--- src/rtl/alu_op_sequencer_if.sv ---
// Command handshake bundle between a command source and alu_op_sequencer.
// The source holds the fields stable with cmd_valid high until cmd_ready is seen.
interface alu_op_sequencer_if;
    logic       cmd_valid;
    logic       cmd_ready;
    logic [3:0] cmd_op;
    logic [1:0] cmd_rd;
    logic [1:0] cmd_rs1;
    logic [1:0] cmd_rs2;
    logic       cmd_imm_en;
    logic [7:0] cmd_imm;
    logic       cmd_use_carry;

    modport master (
        output cmd_valid, cmd_op, cmd_rd, cmd_rs1, cmd_rs2,
               cmd_imm_en, cmd_imm, cmd_use_carry,
        input  cmd_ready
    );

    modport slave (
        input  cmd_valid, cmd_op, cmd_rd, cmd_rs1, cmd_rs2,
               cmd_imm_en, cmd_imm, cmd_use_carry,
        output cmd_ready
    );
endinterface

--- src/rtl/alu_op_sequencer.sv ---
// Three-state sequencer wrapping an external combinational 8-bit ALU:
// operand fetch from a 4x8 register file, registered ALU drive, result writeback and flags.
module alu_op_sequencer (
    input  logic                      clk,
    input  logic                      rst,
    alu_op_sequencer_if.slave         cmd,
    output logic [7:0]                alu_x,
    output logic [7:0]                alu_y,
    output logic [3:0]                alu_cntrl,
    output logic                      alu_c_in,
    input  logic [7:0]                alu_out,
    input  logic                      alu_c_out,
    output logic                      done,
    output logic [7:0]                result,
    output logic                      flag_c,
    output logic                      flag_z,
    input  logic [1:0]                dbg_addr,
    output logic [7:0]                dbg_data
);

    typedef enum logic [1:0] {
        IDLE  = 2'd0,
        ISSUE = 2'd1,
        WB    = 2'd2
    } state_t;

    state_t     state, state_nxt;
    logic       vld_p0;
    logic       vld_p1;
    logic [1:0] rd_p1;
    logic [7:0] regs [4];

    // Only the arithmetic codes (add/sub and their variants) own the carry flag.
    function automatic logic carry_op(input logic [3:0] code);
        logic hit;
        case (code)
            4'b0000, 4'b0001, 4'b1000, 4'b1001: hit = 1'b1;
            default:                            hit = 1'b0;
        endcase
        return hit;
    endfunction

    always_ff @(posedge clk or posedge rst) begin
        if (rst) state <= IDLE;
        else     state <= state_nxt;
    end

    always_comb begin
        state_nxt     = state;
        cmd.cmd_ready = 1'b0;
        done          = 1'b0;
        vld_p0        = 1'b0;
        vld_p1        = 1'b0;
        case (state)
            IDLE: begin
                cmd.cmd_ready = 1'b1;
                if (cmd.cmd_valid) begin
                    vld_p0    = 1'b1;
                    state_nxt = ISSUE;
                end
            end
            ISSUE: begin
                vld_p1    = 1'b1;
                state_nxt = WB;
            end
            WB: begin
                done      = 1'b1;
                state_nxt = IDLE;
            end
            default: state_nxt = IDLE;
        endcase
    end

    // p0 -> p1: operand and carry-in capture at accept
    always_ff @(posedge clk or posedge rst) begin
        if (rst) begin
            alu_x     <= 8'h00;
            alu_y     <= 8'h00;
            alu_cntrl <= 4'h0;
            alu_c_in  <= 1'b0;
            rd_p1     <= 2'd0;
        end else if (vld_p0) begin
            alu_x     <= regs[cmd.cmd_rs1];
            alu_y     <= cmd.cmd_imm_en ? cmd.cmd_imm : regs[cmd.cmd_rs2];
            alu_cntrl <= cmd.cmd_op;
            alu_c_in  <= cmd.cmd_use_carry & flag_c;
            rd_p1     <= cmd.cmd_rd;
        end
    end

    // p1 -> p2: ALU result writeback and flag update
    always_ff @(posedge clk or posedge rst) begin
        if (rst) begin
            for (int i = 0; i < 4; i++) regs[i] <= 8'h00;
            result <= 8'h00;
            flag_c <= 1'b0;
            flag_z <= 1'b0;
        end else if (vld_p1) begin
            regs[rd_p1] <= alu_out;
            result      <= alu_out;
            flag_z      <= (alu_out == 8'h00);
            if (carry_op(alu_cntrl)) flag_c <= alu_c_out;
        end
    end

    assign dbg_data = regs[dbg_addr];

endmodule
--- src/flat_wrapper.sv ---
// flat-port wrapper written by rule: the top's interface ports become plain ports
module alu_op_sequencer_flat 
  (clk, rst, alu_x, alu_y, alu_cntrl, alu_c_in, alu_out, alu_c_out, done, result, flag_c, flag_z, dbg_addr, dbg_data, cmd_cmd_valid, cmd_cmd_op, cmd_cmd_rd, cmd_cmd_rs1, cmd_cmd_rs2, cmd_cmd_imm_en, cmd_cmd_imm, cmd_cmd_use_carry, cmd_cmd_ready);
  alu_op_sequencer_if cmd_i ();
  input  logic clk;
  input  logic rst;
  output logic [7:0] alu_x;
  output logic [7:0] alu_y;
  output logic [3:0] alu_cntrl;
  output logic alu_c_in;
  input  logic [7:0] alu_out;
  input  logic alu_c_out;
  output logic done;
  output logic [7:0] result;
  output logic flag_c;
  output logic flag_z;
  input  logic [1:0] dbg_addr;
  output logic [7:0] dbg_data;
  input wire logic [$bits(cmd_i.cmd_valid)-1:0] cmd_cmd_valid;
  input wire logic [$bits(cmd_i.cmd_op)-1:0] cmd_cmd_op;
  input wire logic [$bits(cmd_i.cmd_rd)-1:0] cmd_cmd_rd;
  input wire logic [$bits(cmd_i.cmd_rs1)-1:0] cmd_cmd_rs1;
  input wire logic [$bits(cmd_i.cmd_rs2)-1:0] cmd_cmd_rs2;
  input wire logic [$bits(cmd_i.cmd_imm_en)-1:0] cmd_cmd_imm_en;
  input wire logic [$bits(cmd_i.cmd_imm)-1:0] cmd_cmd_imm;
  input wire logic [$bits(cmd_i.cmd_use_carry)-1:0] cmd_cmd_use_carry;
  output wire logic [$bits(cmd_i.cmd_ready)-1:0] cmd_cmd_ready;
  assign cmd_i.cmd_valid = cmd_cmd_valid;
  assign cmd_i.cmd_op = cmd_cmd_op;
  assign cmd_i.cmd_rd = cmd_cmd_rd;
  assign cmd_i.cmd_rs1 = cmd_cmd_rs1;
  assign cmd_i.cmd_rs2 = cmd_cmd_rs2;
  assign cmd_i.cmd_imm_en = cmd_cmd_imm_en;
  assign cmd_i.cmd_imm = cmd_cmd_imm;
  assign cmd_i.cmd_use_carry = cmd_cmd_use_carry;
  assign cmd_cmd_ready = cmd_i.cmd_ready;
  alu_op_sequencer u_core (.clk(clk), .rst(rst), .cmd(cmd_i), .alu_x(alu_x), .alu_y(alu_y), .alu_cntrl(alu_cntrl), .alu_c_in(alu_c_in), .alu_out(alu_out), .alu_c_out(alu_c_out), .done(done), .result(result), .flag_c(flag_c), .flag_z(flag_z), .dbg_addr(dbg_addr), .dbg_data(dbg_data));
endmodule
--- config.mk ---
export PLATFORM = sky130hd
export DESIGN_NAME = alu_op_sequencer_flat
export DESIGN_NICKNAME = d
export VERILOG_FILES = /design/src/rtl/alu_op_sequencer_if.sv /design/src/rtl/alu_op_sequencer.sv /design/src/flat_wrapper.sv
export SDC_FILE = /design/constraint.sdc
export NUM_CORES = 1
export LEC_CHECK = 0
export CORE_MARGIN = 2
export CORE_UTILIZATION = 39
export CTS_CLUSTER_SIZE = 30
export DETAILED_ROUTE_END_ITERATION = 16
export DONT_BUFFER_PORTS = 1
export PLACE_DENSITY = 0.61
export RECOVER_POWER = 50
export SKIP_LAST_GASP = 1
export SYNTH_ARGS = -nofsm -noshare
export SYNTH_HDL_FRONTEND = slang
export SYNTH_SLANG_ARGS = --single-unit
--- constraint.sdc ---
create_clock -name clk -period 2.06 [get_ports clk]
set_clock_uncertainty 0.15 [all_clocks]
set_input_delay 0.412 -clock clk [delete_from_list [all_inputs] [get_ports clk]]
set_output_delay 0.412 -clock clk [all_outputs]
set_load 0.01 [all_outputs]
==> impl_metrics.json, run 1 <==
{
  "syn_area_per_cell_sq_um": 14.7,
  "path_cells": "mux4_2",
  "cts_inserted_buffers": 9,
  "yosysSeqAreaShare_pct": 52.5,
  "hp-class": "primary input to flop",
  "crit_start": "u_core.regs[14]",
  "core_area_sq_um": 8090,
  "setup_viol": 0,
  "grt_use_met1_pct": 21.4,
  "drive_gt1_share_pct": 43.0,
  "met2_usage_pct": 26.6,
  "grt-busiest-layer": "met2",
  "switching_power_uw": 1540,
  "n_fill_cell": 771,
  "comb_power_share_pct": 26.5,
  "cts_sinks": 67,
  "worst_pin_slew_ps": 910,
  "rows": 33,
  "cts_tree": "done",
  "hold_viol": 0,
  "reg2reg_from": "u_core.state[1]",
  "drt_iter0_drc": 45,
  "layout_commonest_cell": "dfrtp_1",
  "die_w_um": 94.5,
  "grt_pass1_vias": 1901,
  "drtPass1Iterations": 5,
  "dr_total_vias": 1850,
  "cts-root-buf": "clkbuf_8",
  "gr-usage-all-layers_pct": 17.0,
  "min_period_ps": 1840,
  "io_buffers": 0,
  "met3_usage_pct": 5.35,
  "cpPeakStageDelay_ps": 530,
  "clock.fmax_mhz": 542,
  "post-route-util_pct": 43.6,
  "clk_latency_ps": 340,
  "pwr-share-seq_pct": 50.5,
  "nets": 258,
  "internal_power_uw": 3330,
  "whs_ps": 18.3,
  "drv_slew": 0,
  "yosys.area.top_type_share_pct": 52.5,
  "diodes": 0,
  "path_clk_slew_ps": 80,
  "synth.area.top_cells": "dfrtp_1, mux4_2, mux2_2, nand2_1, mux2i_1",
  "grt_max_degree": 68,
  "layout_common_cells": "dfrtp_1, mux2_2, nand2_1",
  "wl_um": 7000,
  "synth_nets": 252,
  "critPathArrivalTime_ps": 1280,
  "cts-resized-gates": 0,
  "start_util_pct": 39.5,
  "end_kind": "primary output",
  "clockBufferDepth": 2,
  "yosysTopAreaCell": "dfrtp_1",
  "tns_ps": 0,
  "required_ps": 1500,
  "grt_first_pass_wirelength_um": 10800,
  "syn-cell-area_sq_um": 3200,
  "crit_path_start_kind": "flop",
  "synth_warnings": 0,
  "post_cts_buffers": 0,
  "fin_crit_sh_pct": 89.6,
  "crit_fanout": 4,
  "h-tree-depth": 3,
  "slew_headroom_pct": 39.3,
  "antenna_found_initial": 0,
  "grt_overflow": 0,
  "pin_count": 75,
  "ant_nets": 0,
  "cap_violations": 0,
  "cts_hold_buf": 1,
  "swShare_pct": 31.6,
  "peakVddDrop_uv": 396,
  "synth_cell_types": 22,
  "hpwl_um": 4880,
  "critPathBufInv": 0,
  "power.leakage_uw": 0.00147,
  "syn_inst": 218,
  "powerDensity_nw_per_um2": 1380,
  "crit_path_top_delay_cell": "mux4_2",
  "critical_path_class": "flop to primary output",
  "grt_setup_unrepaired": "no",
  "area_delta_synth_final_pct": 10.5,
  "outcome": "complete, no violations",
  "place.gp.congestion": 0.737,
  "dieArea_sq_um": 8930,
  "hold_start": "alu_out[7]",
  "final_cells": 333,
  "crit_family": "multiplexers",
  "via_per_inst": 5.56,
  "die_y_um": 94.5,
  "post_drt_wl_per_cell_um": 21.0,
  "clockPowerShare_pct": 23.0,
  "synth_seq_cells": 67,
  "dp.cells": 317,
  "remaining_drc_errors": 0
}
[power by group through the flow]
| stage | logic (uW) | clock network [uW] | registers [uW] |
|---|---|---|---|
| after detailed placement | 1310 | 0 | 2490 |
| after global routing | 1410 | 1220 | 2550 |
| after global placement | 1280 | 0 | 2460 |
| final | 1290 | 1120 | 2460 |
| after floorplan | 1150 | 0 | 2330 |
| after CTS | 1320 | 1150 | 2470 |
[logic make-up (layout without fill, tap and decap cells)]
| logic type | after synthesis | after routing | synth area share [%] |
|---|---|---|---|
| flip-flops | 67 | 67 | 52.5 |
| buffers and inverters | 16 | 26 | 2.39 |
| multiplexers | 79 | 79 | 36.0 |
| AO/OA/AOI/OAI | 9 | 9 | 1.41 |
| AND/OR/NAND/NOR | 47 | 47 | 7.75 |
[synth_stat cells, drive strengths merged]
cell	number
inv	3
buf	11
nor2b	1
nor3b	3
mux2	47
dfrtp	67
nand2b	1
nor4	2
nand2	26
a21oi	8
clkbuf	2
mux2i	8
nand3	3
nor2	9
o21ai	1
nor3	2
mux4	24
[metal layers]
metal	up-vias	part of all wire (%)
li1	818	-
met1	969	41
met2	48	49
met3	15	6.9
met4	0	2.5
met5	-	0
[final timing paths]
path	slack, ps	end	cells past startpoint
min in group asynchronous	720	u_core.alu_cntrl[3]	3
min	20	u_core.result[7]	2
min reg2reg	400	u_core.result[7]	2
max in group asynchronous	450	u_core.regs[0]	3
max reg2reg	260	u_core.regs[8]	4
max	220	dbg_data[6]	1
[registers in the layout, summed over array words and instances (netlist names)]
signal	cells
u_core.state	2
u_core.alu_x	8
u_core.alu_cntrl	4
u_core.alu_y	8
u_core.alu_c_in	1
u_core.flag_c	1
u_core.flag_z	1
u_core.rd_p1	2
u_core.result	8
u_core.regs	32
[area by class of cell]
class	instances	area [sq um]	share of cell area, %
clock buffers	11	151	4.29
clock inverters	4	50.0	1.42
inverters	3	15.0	0.425
multi-input cells	135	1450	41.0
flip-flops and latches	67	1680	47.5
well taps	105	131	3.72
repair buffers	8	58.8	1.66
[stage by stage]
step / power (uW) / worst slack [ps] / cell area [sq um]
floorplan: 3480 / 298 / 3200
global placement: 3740 / 282 / 3340
detailed placement: 3800 / 276 / 3340
CTS: 4930 / 200 / 3550
global route: 5180 / 143 / 3530
finish: 4870 / 215 / 3530
[worst reg2reg max path: cells and delay by family (launching register included)]
kind	cells	cell delay, ps
and+or+nand+nor	2	540
DFF	1	430
muxes	1	350
buffers and inverters	1	220
(Power assumes the default switching activity.)
==> inputs of run 2 (changes only) <==
Settings changed: CORE_ASPECT_RATIO set to 1.1.
==> impl_metrics.json, run 2 (synthesized netlist as in run 1, its figures left out) <==
{
  "powerDensity_nw_per_um2": 1400,
  "critical_path_class": "flop to flop",
  "slew_headroom_pct": 25.1,
  "post_drt_wl_per_cell_um": 21.3,
  "grt_pass1_vias": 1955,
  "r2r_setup_slack_ps": 120,
  "peakVddDrop_uv": 414,
  "post_cts_buffers": 0,
  "layout_commonest_cell": "dfrtp_1",
  "critPathArrivalTime_ps": 2020,
  "worst_pin_slew_ps": 1120,
  "clockPowerShare_pct": 24.6,
  "power.leakage_uw": 0.00149,
  "min_period_ps": 1940,
  "grt_setup_unrepaired": "no",
  "timing.rr.end": "u_core.regs[8]",
  "fin_crit_sh_pct": 94.4,
  "die_w_um": 90.3,
  "dp_slack_ps": 120,
  "area_delta_synth_final_pct": 12.2,
  "required_ps": 2130,
  "crit_fanout": 8,
  "pwr-share-seq_pct": 49.5,
  "cts_tree": "done",
  "cts-root-buf": "clkbuf_8",
  "crit_end": "u_core.regs[8]",
  "swShare_pct": 31.3,
  "drt_iter0_drc": 78,
  "rows": 34,
  "layout_common_cells": "dfrtp_1, mux2_2, nand2_1",
  "clk_latency_ps": 340,
  "switching_power_uw": 1570,
  "rr_worst_depth": 3,
  "hpwl_um": 5000,
  "cap_violations": 0,
  "comb_power_share_pct": 25.9,
  "crit_path_start_kind": "flop",
  "crit_start": "u_core.state[1]",
  "setup_viol": 0,
  "drive_gt1_share_pct": 42.8,
  "dieArea_sq_um": 8930,
  "tns_ps": 0,
  "place.gp.congestion": 0.758,
  "grt_first_pass_wirelength_um": 11400,
  "worst_slack_ps": 116,
  "start_util_pct": 40.4,
  "grt_overflow": 0,
  "pin_count": 75,
  "end_kind": "flop",
  "cts_sinks": 67,
  "die_y_um": 98.9,
  "gr-usage-all-layers_pct": 17.1,
  "grt_max_degree": 31,
  "core_area_sq_um": 7910,
  "hp-class": "primary input to flop",
  "path_clk_slew_ps": 80,
  "nets": 258,
  "n_fill_cell": 728,
  "hold_viol": 0,
  "clock.fmax_mhz": 514,
  "diodes": 0,
  "drv_slew": 0,
  "drtPass1Iterations": 4,
  "via_per_inst": 5.50,
  "largest_register": "u_core.regs",
  "internal_power_uw": 3440,
  "antenna_found_initial": 0,
  "dr_total_vias": 1854,
  "cts_inserted_buffers": 9,
  "largest_reg_flops": 32,
  "io_buffers": 0,
  "reg2reg_from": "u_core.state[1]",
  "remaining_drc_errors": 0,
  "h-tree-depth": 3,
  "whs_path_depth": 2,
  "clockBufferDepth": 2,
  "cts-resized-gates": 0,
  "ant_nets": 0,
  "cts_hold_buf": 2,
  "wl_um": 7180,
  "outcome": "complete, no violations"
}
run 2: worst min path at each step:
| stage | startpoint | to | slack, ps |
|---|---|---|---|
| 6_report | alu_out[1] | u_core.result[1] | 20 |
| 5_1_grt | alu_out[0] | u_core.result[0] | 10 |
| 4_1_cts | alu_out[1] | u_core.result[1] | 0.2 |
| 3_5_place_dp | rst | u_core.alu_cntrl[2] | 220 |
| 3_3_place_gp | rst | u_core.alu_cntrl[2] | 210 |
| 2_1_floorplan | u_core.regs[0] | u_core.regs[0] | 360 |
run 2: critical path, stage by stage (launching register included):
cell	delay, ps
dfrtp_1	440
nand2b_1	330
nor3b_4	520
mux2_2	390
run 2: stage by stage:
| step | cell area, sq um | total power [uW] | hold WS (ps) | utilization [%] | std cells |
|---|---|---|---|---|---|
| 4_1_cts | 3590 | 5080 | 0.158 | 45.4 | 337 |
| 5_1_grt | 3590 | 5310 | 12.2 | 45.3 | 337 |
| 3_5_place_dp | 3350 | 3820 | 219 | 42.3 | 319 |
| 6_report | 3590 | 5000 | 15.1 | 45.3 | 337 |
| 3_3_place_gp | 3350 | 3750 | 213 | 42.3 | 319 |
| 2_1_floorplan | 3200 | 3480 | 359 | - | 218 |
run 2: routing by layer:
| metal | wire length, um | GRT usage (%) | part of all wire [%] | up-vias |
|---|---|---|---|---|
| met2 | 3830 | 29.3 | 53 | 52 |
| li1 | - | - | - | 813 |
| met5 | 0 | 0 | 0 | - |
| met1 | 2740 | 19.5 | 38 | 977 |
| met4 | 162 | 8.99 | 2.3 | 0 |
| met3 | 448 | 4.97 | 6.2 | 12 |
run 2: final cells by class:
cell class	count	area [sq um]	area share, %
well taps	108	135	3.77
clock inverters	6	88.8	2.48
inverters	3	12.5	0.349
flip-flops and latches	67	1680	46.8
multi-input cells	135	1450	40.4
clock buffers	10	138	3.84
repair buffers	8	86.3	2.41
run 2: power groups by stage:
stage               registers (uW)  clock network [uW]  logic, uW
detailed placement            2510                   0       1310
finish                        2480                1230       1290
global placement              2470                   0       1280
global route                  2560                1320       1430
floorplan                     2330                   0       1150
CTS                           2480                1270       1320
==> inputs of run 3 (changes only) <==
Settings changed: BUFFER_PORTS_ARGS set to -buffer_cell sky130_fd_sc_hd__buf_4, DONT_BUFFER_PORTS 1 to not set, PLACE_DENSITY 0.61 to 0.69.
==> impl_metrics.json, run 3 (synthesized netlist as in run 1, its figures left out) <==
{
  "remaining_drc_errors": 0,
  "powerDensity_nw_per_um2": 1310,
  "clockPowerShare_pct": 20.0,
  "crit_start": "u_core.regs[1]",
  "place.gp.congestion": 0.786,
  "slew_headroom_pct": 44.5,
  "pin_count": 75,
  "start_util_pct": 40.4,
  "path_cells": "mux4_2, buf_4",
  "post_drt_wl_per_cell_um": 17.4,
  "final_cells": 410,
  "switching_power_uw": 1640,
  "hpwl_um": 5120,
  "critPathArrivalTime_ps": 1400,
  "path_clk_slew_ps": 70,
  "grt_setup_unrepaired": "no",
  "critical_path_class": "flop to primary output",
  "die_w_um": 90.3,
  "cts-resized-gates": 0,
  "clockBufferDepth": 2,
  "dp_slack_ps": 169,
  "tns_ps": 0,
  "hold_start": "alu_c_out",
  "cts_hold_buf": 1,
  "min_period_ps": 1960,
  "io_buffers": 74,
  "core_area_sq_um": 7910,
  "crit_fanout": 4,
  "power.leakage_uw": 0.00176,
  "post_cts_buffers": 0,
  "dp.cells": 395,
  "worst_slack_ps": 103,
  "comb_power_share_pct": 35.2,
  "fin_crit_sh_pct": 95.0,
  "via_per_inst": 5.12,
  "setup_viol": 0,
  "diodes": 0,
  "largest_reg_flops": 32,
  "internal_power_uw": 3590,
  "crit_path_start_kind": "flop",
  "whs_path_depth": 2,
  "peakVddDrop_uv": 406,
  "post-route-util_pct": 50.6,
  "cap_violations": 0,
  "cpPeakStageDelay_ps": 490,
  "hp-class": "primary input to flop",
  "whs_ps": 154,
  "drive_gt1_share_pct": 50.7,
  "multi_input_area_sq_um": 1450,
  "drt_iter0_drc": 35,
  "grt-busiest-layer": "met2",
  "layout_commonest_cell": "dfrtp_1",
  "ant_nets": 0,
  "cts-root-buf": "clkbuf_8",
  "grt_overflow": 0,
  "clock.fmax_mhz": 511,
  "layout_common_cells": "dfrtp_1, buf_4, mux2_2",
  "wl_um": 7120,
  "area_delta_synth_final_pct": 25.4,
  "drtPass1Iterations": 4,
  "hold_viol": 0,
  "grt_max_degree": 52,
  "clk_latency_ps": 340,
  "drv_slew": 0,
  "cts_sinks": 67,
  "dieArea_sq_um": 8930,
  "cts_tree": "done",
  "dr_total_vias": 2100,
  "crit_path_top_delay_cell": "mux4_2",
  "register_area_sq_um": 1680,
  "grt_use_met1_pct": 21.7,
  "n_fill_cell": 736,
  "rows": 34,
  "worst_pin_slew_ps": 832,
  "end_kind": "primary output",
  "met2_usage_pct": 27.9,
  "rr_worst_depth": 3,
  "reg2reg_from": "u_core.state[0]",
  "die_y_um": 98.9,
  "grt_pass1_vias": 2162,
  "met3_usage_pct": 3.29,
  "grt_first_pass_wirelength_um": 11500,
  "nets": 333,
  "largest_register": "u_core.regs",
  "h-tree-depth": 3,
  "swShare_pct": 31.3,
  "pwr-share-seq_pct": 44.8,
  "required_ps": 1500,
  "outcome": "complete, no violations",
  "antenna_found_initial": 0,
  "cts_inserted_buffers": 9,
  "gr-usage-all-layers_pct": 17.0
}
## run 3: changes by cell type in the layout (fill, tap and decap cells not counted), sizes merged
cell / delta
buf: +55
clkinvlp: -2
dlygate4sd3: -1
bufinv: -1
clkbuf: +22
## run 3: metal layers
layer / up-vias / part of all wire, %
met1: 1060 / 43
met4: 0 / 1.9
met5: - / 0
met2: 60 / 50
met3: 11 / 4.6
li1: 969 / -
## run 3: through the flow
stage	area (sq um)	power (uW)
CTS	4110	5410
global placement	3920	4290
detailed placement	3920	4360
global route	4010	5570
floorplan	3200	3480
finish	4010	5230
## run 3: path summary, 6_finish.rpt
path                       slack [ps]                  end
min in group asynchronous         740  u_core.alu_cntrl[2]
min                               150        u_core.flag_c
max reg2reg                       210      u_core.alu_x[3]
min reg2reg                       330     u_core.result[6]
max in group asynchronous         480      u_core.alu_x[1]
max                               100          dbg_data[1]
## run 3: power by group through the flow
| stage | Combinational (uW) | Clock (uW) | Sequential (uW) |
|---|---|---|---|
| 2_1_floorplan | 1150 | 0 | 2330 |
| 3_3_place_gp | 1950 | 0 | 2340 |
| 3_5_place_dp | 1990 | 0 | 2370 |
| 4_1_cts | 1990 | 1060 | 2350 |
| 5_1_grt | 2010 | 1120 | 2430 |
| 6_report | 1840 | 1040 | 2340 |
## run 3: cell type report
class | instances | share of cell area (%)
Clock buffer | 11 | 3.53
Clock inverter | 3 | 0.999
Inverter | 3 | 0.312
Multi-Input combinational cell | 135 | 36.2
Sequential cell | 67 | 41.8
Tap cell | 108 | 3.37
Timing Repair Buffer | 83 | 13.8
## run 3: worst max-delay path: cells and delay by family (launching register included)
family / cells / cell delay (ps)
multiplexers: 1 / 490
buffers and inverters: 1 / 160
flip-flops: 1 / 400
